===== config.mk =====
export PLATFORM = sky130hd
export DESIGN_NAME = alarm_sequencer_flat
export DESIGN_NICKNAME = d
export VERILOG_FILES = /design/src/rtl/alarm_sequencer_if.sv /design/src/rtl/alarm_sequencer.sv /design/src/flat_wrapper.sv
export SDC_FILE = /design/constraint.sdc
export NUM_CORES = 1
export LEC_CHECK = 0
export ABC_AREA = 1
export BUFFER_PORTS_ARGS = -buffer_cell sky130_fd_sc_hd__buf_2
export CORE_MARGIN = 1
export CORE_UTILIZATION = 30
export DETAILED_ROUTE_END_ITERATION = 8
export SYNTH_ARGS = -nofsm -noshare
export SYNTH_HDL_FRONTEND = slang
export SYNTH_SLANG_ARGS = --single-unit

===== constraint.sdc =====
create_clock -name i_Clk -period 3.1 [get_ports i_Clk]
set_clock_uncertainty 0.05 [all_clocks]
set_input_delay 0 -clock i_Clk [delete_from_list [all_inputs] [get_ports i_Clk]]
set_output_delay 0 -clock i_Clk [all_outputs]
set_load 0.05 [all_outputs]

===== src/rtl/alarm_sequencer_if.sv =====
// Signal bundle between the timekeeping/button logic and the alarm sequencer.
// The master side drives time, alarm setting and buttons; the slave side returns alarm status.
interface alarm_sequencer_if;
    logic [4:0] i_Hour;
    logic [5:0] i_Min;
    logic       i_Min_Tick;
    logic [4:0] i_Alarm_Hour;
    logic [5:0] i_Alarm_Min;
    logic       i_Arm;
    logic       i_Snooze;
    logic       i_Dismiss;
    logic       o_Alarm_On;
    logic       o_Snoozing;
    logic [1:0] o_State;
    logic [3:0] o_Snooze_Cnt;

    modport master (
        output i_Hour, i_Min, i_Min_Tick, i_Alarm_Hour, i_Alarm_Min,
        output i_Arm, i_Snooze, i_Dismiss,
        input  o_Alarm_On, o_Snoozing, o_State, o_Snooze_Cnt
    );

    modport slave (
        input  i_Hour, i_Min, i_Min_Tick, i_Alarm_Hour, i_Alarm_Min,
        input  i_Arm, i_Snooze, i_Dismiss,
        output o_Alarm_On, o_Snoozing, o_State, o_Snooze_Cnt
    );
endinterface


===== src/rtl/alarm_sequencer.sv =====
// Alarm sequencer: DISARMED/ARMED/RINGING/SNOOZE control of the alarm output enable.
// Optional macro ALARM_SNOOZE_LIMIT_EN caps snoozes per alarm event at MAX_SNOOZE.
module alarm_sequencer #(
    parameter int SNOOZE_MIN  = 9,
    parameter int RING_TO_MIN = 10,
    parameter int MAX_SNOOZE  = 3
) (
    input  logic               i_Clk,
    input  logic               i_Rst_n,
    alarm_sequencer_if.slave   bus
);

    typedef enum logic [1:0] {
        ST_DISARMED = 2'd0,
        ST_ARMED    = 2'd1,
        ST_RINGING  = 2'd2,
        ST_SNOOZE   = 2'd3
    } state_t;

    localparam logic [7:0] SNOOZE_TICKS_C = 8'(SNOOZE_MIN);
    localparam logic [7:0] RING_TICKS_C   = 8'(RING_TO_MIN);
    localparam logic [3:0] SNOOZE_CAP_C   = 4'(MAX_SNOOZE);

    if ((SNOOZE_MIN < 1) || (SNOOZE_MIN > 255) || (RING_TO_MIN < 1) || (RING_TO_MIN > 255) ||
        (MAX_SNOOZE < 1) || (MAX_SNOOZE > 15)) begin : g_param_range
        $error("alarm_sequencer: parameter out of range");
    end

    state_t     state_r;
    state_t     state_nxt_s;
    logic [7:0] tick_cnt_r;
    logic [7:0] tick_nxt_s;
    logic [7:0] tick_inc_s;
    logic [3:0] snooze_cnt_r;
    logic [3:0] snooze_nxt_s;
    logic [3:0] snooze_inc_s;
    logic       match_s;
    logic       match_d_r;
    logic       trigger_s;
    logic       snooze_ok_s;
    logic       alarm_on_r;
    logic       snoozing_r;

    // Match detection, rising-edge trigger and saturating increments
    always_comb begin
        match_s      = (bus.i_Hour == bus.i_Alarm_Hour) && (bus.i_Min == bus.i_Alarm_Min);
        trigger_s    = match_s & ~match_d_r;
        tick_inc_s   = tick_cnt_r + 8'd1;
        snooze_inc_s = (snooze_cnt_r == 4'd15) ? 4'd15 : (snooze_cnt_r + 4'd1);
`ifdef ALARM_SNOOZE_LIMIT_EN
        snooze_ok_s  = (snooze_cnt_r != SNOOZE_CAP_C);
`else
        snooze_ok_s  = 1'b1;
`endif
    end

    // Next-state logic; every state entry clears the tick counter so ticks in the entry cycle are dropped
    always_comb begin
        state_nxt_s  = state_r;
        tick_nxt_s   = tick_cnt_r;
        snooze_nxt_s = snooze_cnt_r;
        if (!bus.i_Arm) begin
            state_nxt_s = ST_DISARMED;
            tick_nxt_s  = 8'd0;
        end else begin
            case (state_r)
                ST_DISARMED: begin
                    state_nxt_s = ST_ARMED;
                    tick_nxt_s  = 8'd0;
                end
                ST_ARMED: begin
                    if (trigger_s) begin
                        state_nxt_s  = ST_RINGING;
                        tick_nxt_s   = 8'd0;
                        snooze_nxt_s = 4'd0;
                    end else begin
                        state_nxt_s = ST_ARMED;
                    end
                end
                ST_RINGING: begin
                    if (bus.i_Dismiss) begin
                        state_nxt_s = ST_ARMED;
                        tick_nxt_s  = 8'd0;
                    end else if (bus.i_Snooze && snooze_ok_s) begin
                        state_nxt_s  = ST_SNOOZE;
                        tick_nxt_s   = 8'd0;
                        snooze_nxt_s = snooze_inc_s;
                    end else if (bus.i_Min_Tick) begin
                        if (tick_inc_s == RING_TICKS_C) begin
                            state_nxt_s = ST_ARMED;
                            tick_nxt_s  = 8'd0;
                        end else begin
                            tick_nxt_s = tick_inc_s;
                        end
                    end else begin
                        state_nxt_s = ST_RINGING;
                    end
                end
                ST_SNOOZE: begin
                    if (bus.i_Dismiss) begin
                        state_nxt_s = ST_ARMED;
                        tick_nxt_s  = 8'd0;
                    end else if (bus.i_Min_Tick) begin
                        if (tick_inc_s == SNOOZE_TICKS_C) begin
                            state_nxt_s = ST_RINGING;
                            tick_nxt_s  = 8'd0;
                        end else begin
                            tick_nxt_s = tick_inc_s;
                        end
                    end else begin
                        state_nxt_s = ST_SNOOZE;
                    end
                end
                default: begin
                    state_nxt_s = ST_DISARMED;
                    tick_nxt_s  = 8'd0;
                end
            endcase
        end
    end

    // State, counters, match history and registered status outputs
    always_ff @(posedge i_Clk or negedge i_Rst_n) begin
        if (!i_Rst_n) begin
            state_r      <= ST_DISARMED;
            tick_cnt_r   <= 8'd0;
            snooze_cnt_r <= 4'd0;
            match_d_r    <= 1'b0;
            alarm_on_r   <= 1'b0;
            snoozing_r   <= 1'b0;
        end else begin
            state_r      <= state_nxt_s;
            tick_cnt_r   <= tick_nxt_s;
            snooze_cnt_r <= snooze_nxt_s;
            match_d_r    <= match_s;
            alarm_on_r   <= (state_nxt_s == ST_RINGING);
            snoozing_r   <= (state_nxt_s == ST_SNOOZE);
        end
    end

    assign bus.o_State      = state_r;
    assign bus.o_Alarm_On   = alarm_on_r;
    assign bus.o_Snoozing   = snoozing_r;
    assign bus.o_Snooze_Cnt = snooze_cnt_r;

endmodule

===== src/flat_wrapper.sv =====
// flat-port wrapper written by rule: the top's interface ports become plain ports
module alarm_sequencer_flat 
#(
    parameter int SNOOZE_MIN  = 9,
    parameter int RING_TO_MIN = 10,
    parameter int MAX_SNOOZE  = 3
)
  (i_Clk, i_Rst_n, bus_i_Hour, bus_i_Min, bus_i_Min_Tick, bus_i_Alarm_Hour, bus_i_Alarm_Min, bus_i_Arm, bus_i_Snooze, bus_i_Dismiss, bus_o_Alarm_On, bus_o_Snoozing, bus_o_State, bus_o_Snooze_Cnt);
  alarm_sequencer_if bus_i ();
  input  logic i_Clk;
  input  logic i_Rst_n;
  input wire logic [$bits(bus_i.i_Hour)-1:0] bus_i_Hour;
  input wire logic [$bits(bus_i.i_Min)-1:0] bus_i_Min;
  input wire logic [$bits(bus_i.i_Min_Tick)-1:0] bus_i_Min_Tick;
  input wire logic [$bits(bus_i.i_Alarm_Hour)-1:0] bus_i_Alarm_Hour;
  input wire logic [$bits(bus_i.i_Alarm_Min)-1:0] bus_i_Alarm_Min;
  input wire logic [$bits(bus_i.i_Arm)-1:0] bus_i_Arm;
  input wire logic [$bits(bus_i.i_Snooze)-1:0] bus_i_Snooze;
  input wire logic [$bits(bus_i.i_Dismiss)-1:0] bus_i_Dismiss;
  output wire logic [$bits(bus_i.o_Alarm_On)-1:0] bus_o_Alarm_On;
  output wire logic [$bits(bus_i.o_Snoozing)-1:0] bus_o_Snoozing;
  output wire logic [$bits(bus_i.o_State)-1:0] bus_o_State;
  output wire logic [$bits(bus_i.o_Snooze_Cnt)-1:0] bus_o_Snooze_Cnt;
  assign bus_i.i_Hour = bus_i_Hour;
  assign bus_i.i_Min = bus_i_Min;
  assign bus_i.i_Min_Tick = bus_i_Min_Tick;
  assign bus_i.i_Alarm_Hour = bus_i_Alarm_Hour;
  assign bus_i.i_Alarm_Min = bus_i_Alarm_Min;
  assign bus_i.i_Arm = bus_i_Arm;
  assign bus_i.i_Snooze = bus_i_Snooze;
  assign bus_i.i_Dismiss = bus_i_Dismiss;
  assign bus_o_Alarm_On = bus_i.o_Alarm_On;
  assign bus_o_Snoozing = bus_i.o_Snoozing;
  assign bus_o_State = bus_i.o_State;
  assign bus_o_Snooze_Cnt = bus_i.o_Snooze_Cnt;
  alarm_sequencer #(.SNOOZE_MIN(SNOOZE_MIN), .RING_TO_MIN(RING_TO_MIN), .MAX_SNOOZE(MAX_SNOOZE)) u_core (.i_Clk(i_Clk), .i_Rst_n(i_Rst_n), .bus(bus_i));
endmodule

* After elaboration in Yosys (flattened, before gate mapping)
Index checks and enable logic that the tools add are counted.
** Operators by class
- Add/sub/neg operators :: 2
- Multipliers :: 0
- Divide/modulo/power cells :: 0
- Magnitude comparators :: 0
- Eq/ne operators :: 16
- Shift operators :: 0
- Mux-type cells :: 25
- Bitwise operators :: 2
- Reduce and logical (&&, ||, !) cells :: 5
** Operator list (number)
- $mux W8 :: 9
- $pmux W8 S4 :: 1
- $mux W2 :: 9
- $eq A8 B4 Y1 const B :: 2
- $mux W4 :: 4
- $add A8 B1 Y8 const B :: 1
- $eq A2 B2 Y1 const B :: 4
- $pmux W2 S4 :: 1
- $pmux W4 S2 :: 1
- $eq A6 B6 Y1 :: 1
- $eq A5 B5 Y1 :: 1
- $ne A5 B5 Y1 const B :: 1
- $reduce_and A5 Y1 :: 1
- $add A4 B1 Y4 const B :: 1
- $eq A4 B4 Y1 const B :: 1
- $ne A2 B2 Y1 const B :: 2
- $ne A4 B4 Y1 const B :: 1
- $ne A3 B2 Y1 const B :: 1
- $reduce_and A3 Y1 :: 1
- $eq A2 B1 Y1 const B :: 1
- $logic_not A2 Y1 :: 1
- $ne A2 B1 Y1 const B :: 1
- $reduce_bool A2 Y1 :: 1
- $and A1 B1 Y1 :: 1
- 2 further kinds :: 2
** Storage, ports and cells
- Flip-flop bits (word level) :: 17
- Latch bits :: 0
- Memory bits (writable) :: 0
- Bits in read-only memories :: 0
- Input bits :: 28
- Word-level logic and storage cells :: 56
- Memories :: 0

* Longest topological paths before layout
- Word-level depth :: 9
- Depth in mapped cells :: 14

* Worst setup path before layout
No wires, ideal clock.
- Kind :: flip-flop to flip-flop
- Start :: register u_core.state_r[1], in the netlist u_core.bus.o_State[1]
- End :: register u_core.tick_cnt_r[0]
- Library setup time :: 78 ps
- Arrival time :: 1608 ps
- Data required time :: 2972 ps
- Path slack :: 1364 ps
- Stages on the path, launching flop included :: 13
- Cells stage by stage :: dfrtp_1 inv_2 nor2_4 inv_2 nor2_2 nand2_2 nand2_1 nand2_2 nand2_1 nand2_2 inv_2 nand2_1 o21ai_1
** Between the ends
- Cells in the longest elaborated chain, start to end :: 3
** RTL lines
- start, declared :: line alarm_sequencer.sv:29 : state_t state_r;
- start signal, assigned :: line alarm_sequencer.sv:132 : state_r <= state_nxt_s;
- $eq A2 B2 Y1 (tied with other cells) :: line alarm_sequencer.sv:66 : case (state_r)
- $ne A5 B5 Y1 (no source line) (tied with other cells)
- $reduce_and A3 Y1 (no source line) or $mux W8 (tied branches)
- end signal, assigned :: line alarm_sequencer.sv:133 : tick_cnt_r <= tick_nxt_s;
- end, declared :: line alarm_sequencer.sv:31 : logic [7:0] tick_cnt_r;
Several ways; a longest one is shown, not always the timed one.
A chain may end at the register's enable or synchronous reset.

* Final worst setup path
- Start :: register u_core.tick_cnt_r[1]
- End :: register u_core.snoozing_r, in the netlist u_core.bus.o_Snoozing
** Between the ends
- Cells in the longest elaborated chain, start to end :: 9
** RTL lines
- $add A8 B1 Y8 (*) :: line alarm_sequencer.sv:48 : tick_inc_s = tick_cnt_r + 8'd1;
- $eq A8 B4 Y1 :: line alarm_sequencer.sv:89 : if (tick_inc_s == RING_TICKS_C) begin
- $mux W2 :: line alarm_sequencer.sv:89
- $mux W2 :: line alarm_sequencer.sv:88 : end else if (bus.i_Min_Tick) begin
- $mux W2 :: line alarm_sequencer.sv:84 : end else if (bus.i_Snooze && snooze_ok_s) begin
- $mux W2 :: line alarm_sequencer.sv:81 : if (bus.i_Dismiss) begin
- $pmux W2 S4 (*) :: line alarm_sequencer.sv:66
- $mux W2 (*) :: line alarm_sequencer.sv:62 : if (!bus.i_Arm) begin
- $eq A2 B2 Y1 (*) :: line alarm_sequencer.sv:137 : snoozing_r <= (state_nxt_s == ST_SNOOZE);
- end signal, assigned :: line alarm_sequencer.sv:137
- end, declared :: line alarm_sequencer.sv:42 : logic snoozing_r;
Every way passes the cells marked *; elsewhere a longest branch is shown, timed or not.

==> run metrics <==
Clk Latency, worst-skew pair 260 ps; Die W 67.38 µm; status complete, but fails checks; Post-synth top cells nand2_1, inv_1, nor2_1; metal3 WL between 100 and 150 µm; pin count of the biggest net entering global routing 18; DR pass1 iterations 4; Worst Reg-to-Reg Cells 12; Finish-stage setup viols 0; die height slightly below 70 µm; post-synthesis cell type count 25; Num CTS Buffers 3; wire length on met2 1237 µm; worst r2r dst u_core.bus.o_Snoozing; CTS sink count 17; CTS tree yes; Internal Pwr Total between 0.3 and 0.4 mW; Synth Area in Compound Gates 8.780%; switching power about 0.14 mW; Max-slew headroom 72.58%; Hold Crit Depth 4; cts repair resizes 0; All-Layer GR Usage 13.51%; Peak VDD IR approximately 0.23 mV; R2R Setup Slk 1290 ps; Worst Hold Class input pin to flip-flop; via count approximately 1,200; Nets 253; syn_nets about 210; TNS Setup 0 ps; Area Growth Syn to Fin 23.90%; Post-Syn Instances around 180; Seq pwr share about 47%; Cell Count, Final, Fillers Out 270; final wirelength approximately 2700 µm; period utilization 58.44%; Max FO, Critical Path 5; first-pass GRT wire length 4705 µm; Post-Synth Adder-Cell Area 3.902%; top-area cell type share of the netlist area 33.17%; detailed-route DRC error count 0; most common cell in the netlist nand2_1; core footprint 4058 µm²; post-route ant nets 0; fmax between 500 and 600 MHz; warnings from Yosys 0; # diodes 0; final hold slack -2.827 ps; top post-synthesis cells by area dfrtp_1, nand2_1, xnor2_1; Final Core Density 39.16%; netlist area before placement approximately 1300 µm²; failing checks hold timing; Final Hold Fails 1; # IOs 36; Main synth FF type dfrtp_1; Placed Cells roughly 260; crit path DAT 1910 ps; Via density around 4.4; Yosys reg bits 17; Crit Path Class flip-flop to flip-flop; fill cell count ~440; EDFF count, synth 0; min Tclk post-route around 1800 ps; FP Rows 23; FF-to-FF Start u_core.tick_cnt_r[1]; Critical Path Start Type flip-flop; port buffer count 35; Clock transition at path regs around 70 ps; starting density of the core approximately a third; sw frac just under 30%; hpwl dp 2243 µm; Root Buffer Master clkbuf_8; uppermost routed layer met3; power share of the combinational group a little under a fifth; Syn Area/Cell 7.165 µm²; Clk pwr share a little over a third; CTS H-tree depth 1; MaxCap Viol Count 0; Final Wtd Congestion 0.9050; dominant cell type by area after synthesis dfrtp_1; unrepaired setup endpoints after global routing false; drt first-iter violations 39; sequential fraction of the synthesis area approximately 33%; simple-gate share of the synthesized area a little under two fifths; Crit. End Element flip-flop; gr ovfl total 0; flip-flop and latch area between 400 and 500 µm²; Req. time, crit path about 3200 ps; ys async rst share 100.0%; area taken by multi-input logic gates 763.2 µm²; HP Start bus_i_Hour[4]; largest family of logic cells by synthesized area simple AND/OR/NAND/NOR gates; Worst Setup SP u_core.tick_cnt_r[1]; number of global-route vias before repair ~1,100; routed length per placed instance between 10 and 15 µm; worst slew pin tran 411.3 ps; initial antenna violation count 0; Die ar. ~4500 µm²; multiplexer share of the synthesized area 0%; leakage 0.8157 nW; share of layout cells above drive strength 1 ~29%; wire length on met1 around 1400 µm; Hold EP u_core.match_d_r; pwr dens roughly 310 nW/µm²; final slew viol count 0; Max Root-Sink Buffers 2; Synth Area in XOR/XNOR 9.561%
## critical path, stage by stage, from the launching register on
cell	delay, ps
dfrtp_1	460
ha_1	260
nand3_1	110
o21bai_1	140
nand2_1	90
nand2_2	90
nor2_4	40
nand2_2	80
nand2_1	60
nand2_1	70
nand2_2	70
a21oi_2	140
nor2_1	50
## registers in the layout, summed over array words and instances (netlist names)
| register | count |
|---|---|
| u_core.bus.o_Alarm_On | 1 |
| u_core.match_d_r | 1 |
| u_core.tick_cnt_r | 8 |
| u_core.bus.o_State | 2 |
| u_core.bus.o_Snoozing | 1 |
| u_core.bus.o_Snooze_Cnt | 4 |
## layer usage
metal / global-route usage [%] / up-vias
met5: 0 / -
met4: 1.596 / 0
met3: 3.209 / 0
met2: 21.63 / 23
met1: 18.86 / 524
li1: - / 646
## power groups by stage
stage          sequential (mW)  combinational, mW  clock, mW
6_report                 0.233             0.0897      0.173
5_1_grt                  0.234              0.100      0.188
4_1_cts                  0.233             0.0910      0.178
3_5_place_dp             0.237             0.0881          0
3_3_place_gp             0.238             0.0877          0
2_1_floorplan            0.255             0.0330          0
## cell usage in the layout (no fill, tap or decap)
| cell | synthesis | final |
|---|---|---|
| a21oi_1 | 1 | 1 |
| a21oi_2 | 1 | 1 |
| buf_2 | 0 | 35 |
| clkbuf_8 | 0 | 3 |
| clkinv_2 | 0 | 1 |
| dfrtp_1 | 17 | 17 |
| dlygate4sd3_1 | 0 | 3 |
| ha_1 | 4 | 4 |
| inv_1 | 20 | 20 |
| inv_2 | 3 | 3 |
| nand2_1 | 48 | 48 |
| nand2_2 | 9 | 9 |
| nand2_4 | 2 | 2 |
| nand3_1 | 8 | 8 |
| nand3_2 | 2 | 2 |
| nand3b_1 | 2 | 2 |
| nand4_1 | 3 | 3 |
| nor2_1 | 19 | 19 |
| nor2_2 | 4 | 4 |
| nor2_4 | 2 | 2 |
| nor4_1 | 1 | 1 |
| o21ai_0 | 9 | 9 |
| o21ai_1 | 5 | 5 |
| o21ai_2 | 1 | 1 |
| o21bai_1 | 1 | 1 |
| o22ai_1 | 2 | 2 |
| xnor2_1 | 9 | 9 |
| xor2_1 | 5 | 5 |
## timing repair
| item | CTS | global route |
|---|---|---|
| hold buffers | 3 | 0 |
| endpoints found under the hold margin | 22 | 0 |
| setup buffers | 0 | 0 |
## final cells by class
cell class / instances / share of cell area [%]
clock buffers: 3 / 2.598
inverters: 23 / 5.433
multi-input cells: 138 / 48.03
clock inverters: 1 / 0.3150
flip-flops and latches: 17 / 26.77
repair buffers: 38 / 12.91
well taps: 50 / 3.937
## kinds of logic (layout without fill, tap and decap cells)
family                   after synthesis  count (layout)
AND/OR/NAND/NOR                      100             100
buffers and inverters                 24              65
AO/OA/AOI/OAI                         20              20
flip-flops                            17              17
XOR/XNOR                              14              14
adder cells (fa/ha/maj)                4               4
## how the worst max path moves through the flow
stage,end,cells after the start,slack (ps)
final,u_core.bus.o_Snoozing,12,1290
after global routing,u_core.bus.o_Snoozing,12,1100
after CTS,u_core.bus.o_Snoozing,12,1280
after detailed placement,u_core.bus.o_State[0],12,1280
after global placement,u_core.bus.o_Snoozing,12,1310
after floorplan,u_core.tick_cnt_r[0],12,1360
## stage by stage
stage / hold slack [ps] / power (mW) / worst slack (ps) / cell area (µm²)
detailed placement: -95.06 / 0.3255 / 1284 / 1513
CTS: 0.1271 / 0.5027 / 1276 / 1589
floorplan: -345.6 / 0.2881 / 1364 / 1282
finish: -2.827 / 0.4962 / 1288 / 1589
global route: 17.71 / 0.5224 / 1101 / 1589
global placement: -91.64 / 0.3256 / 1307 / 1513
No activity file was read; power rests on OpenSTA's default activity.
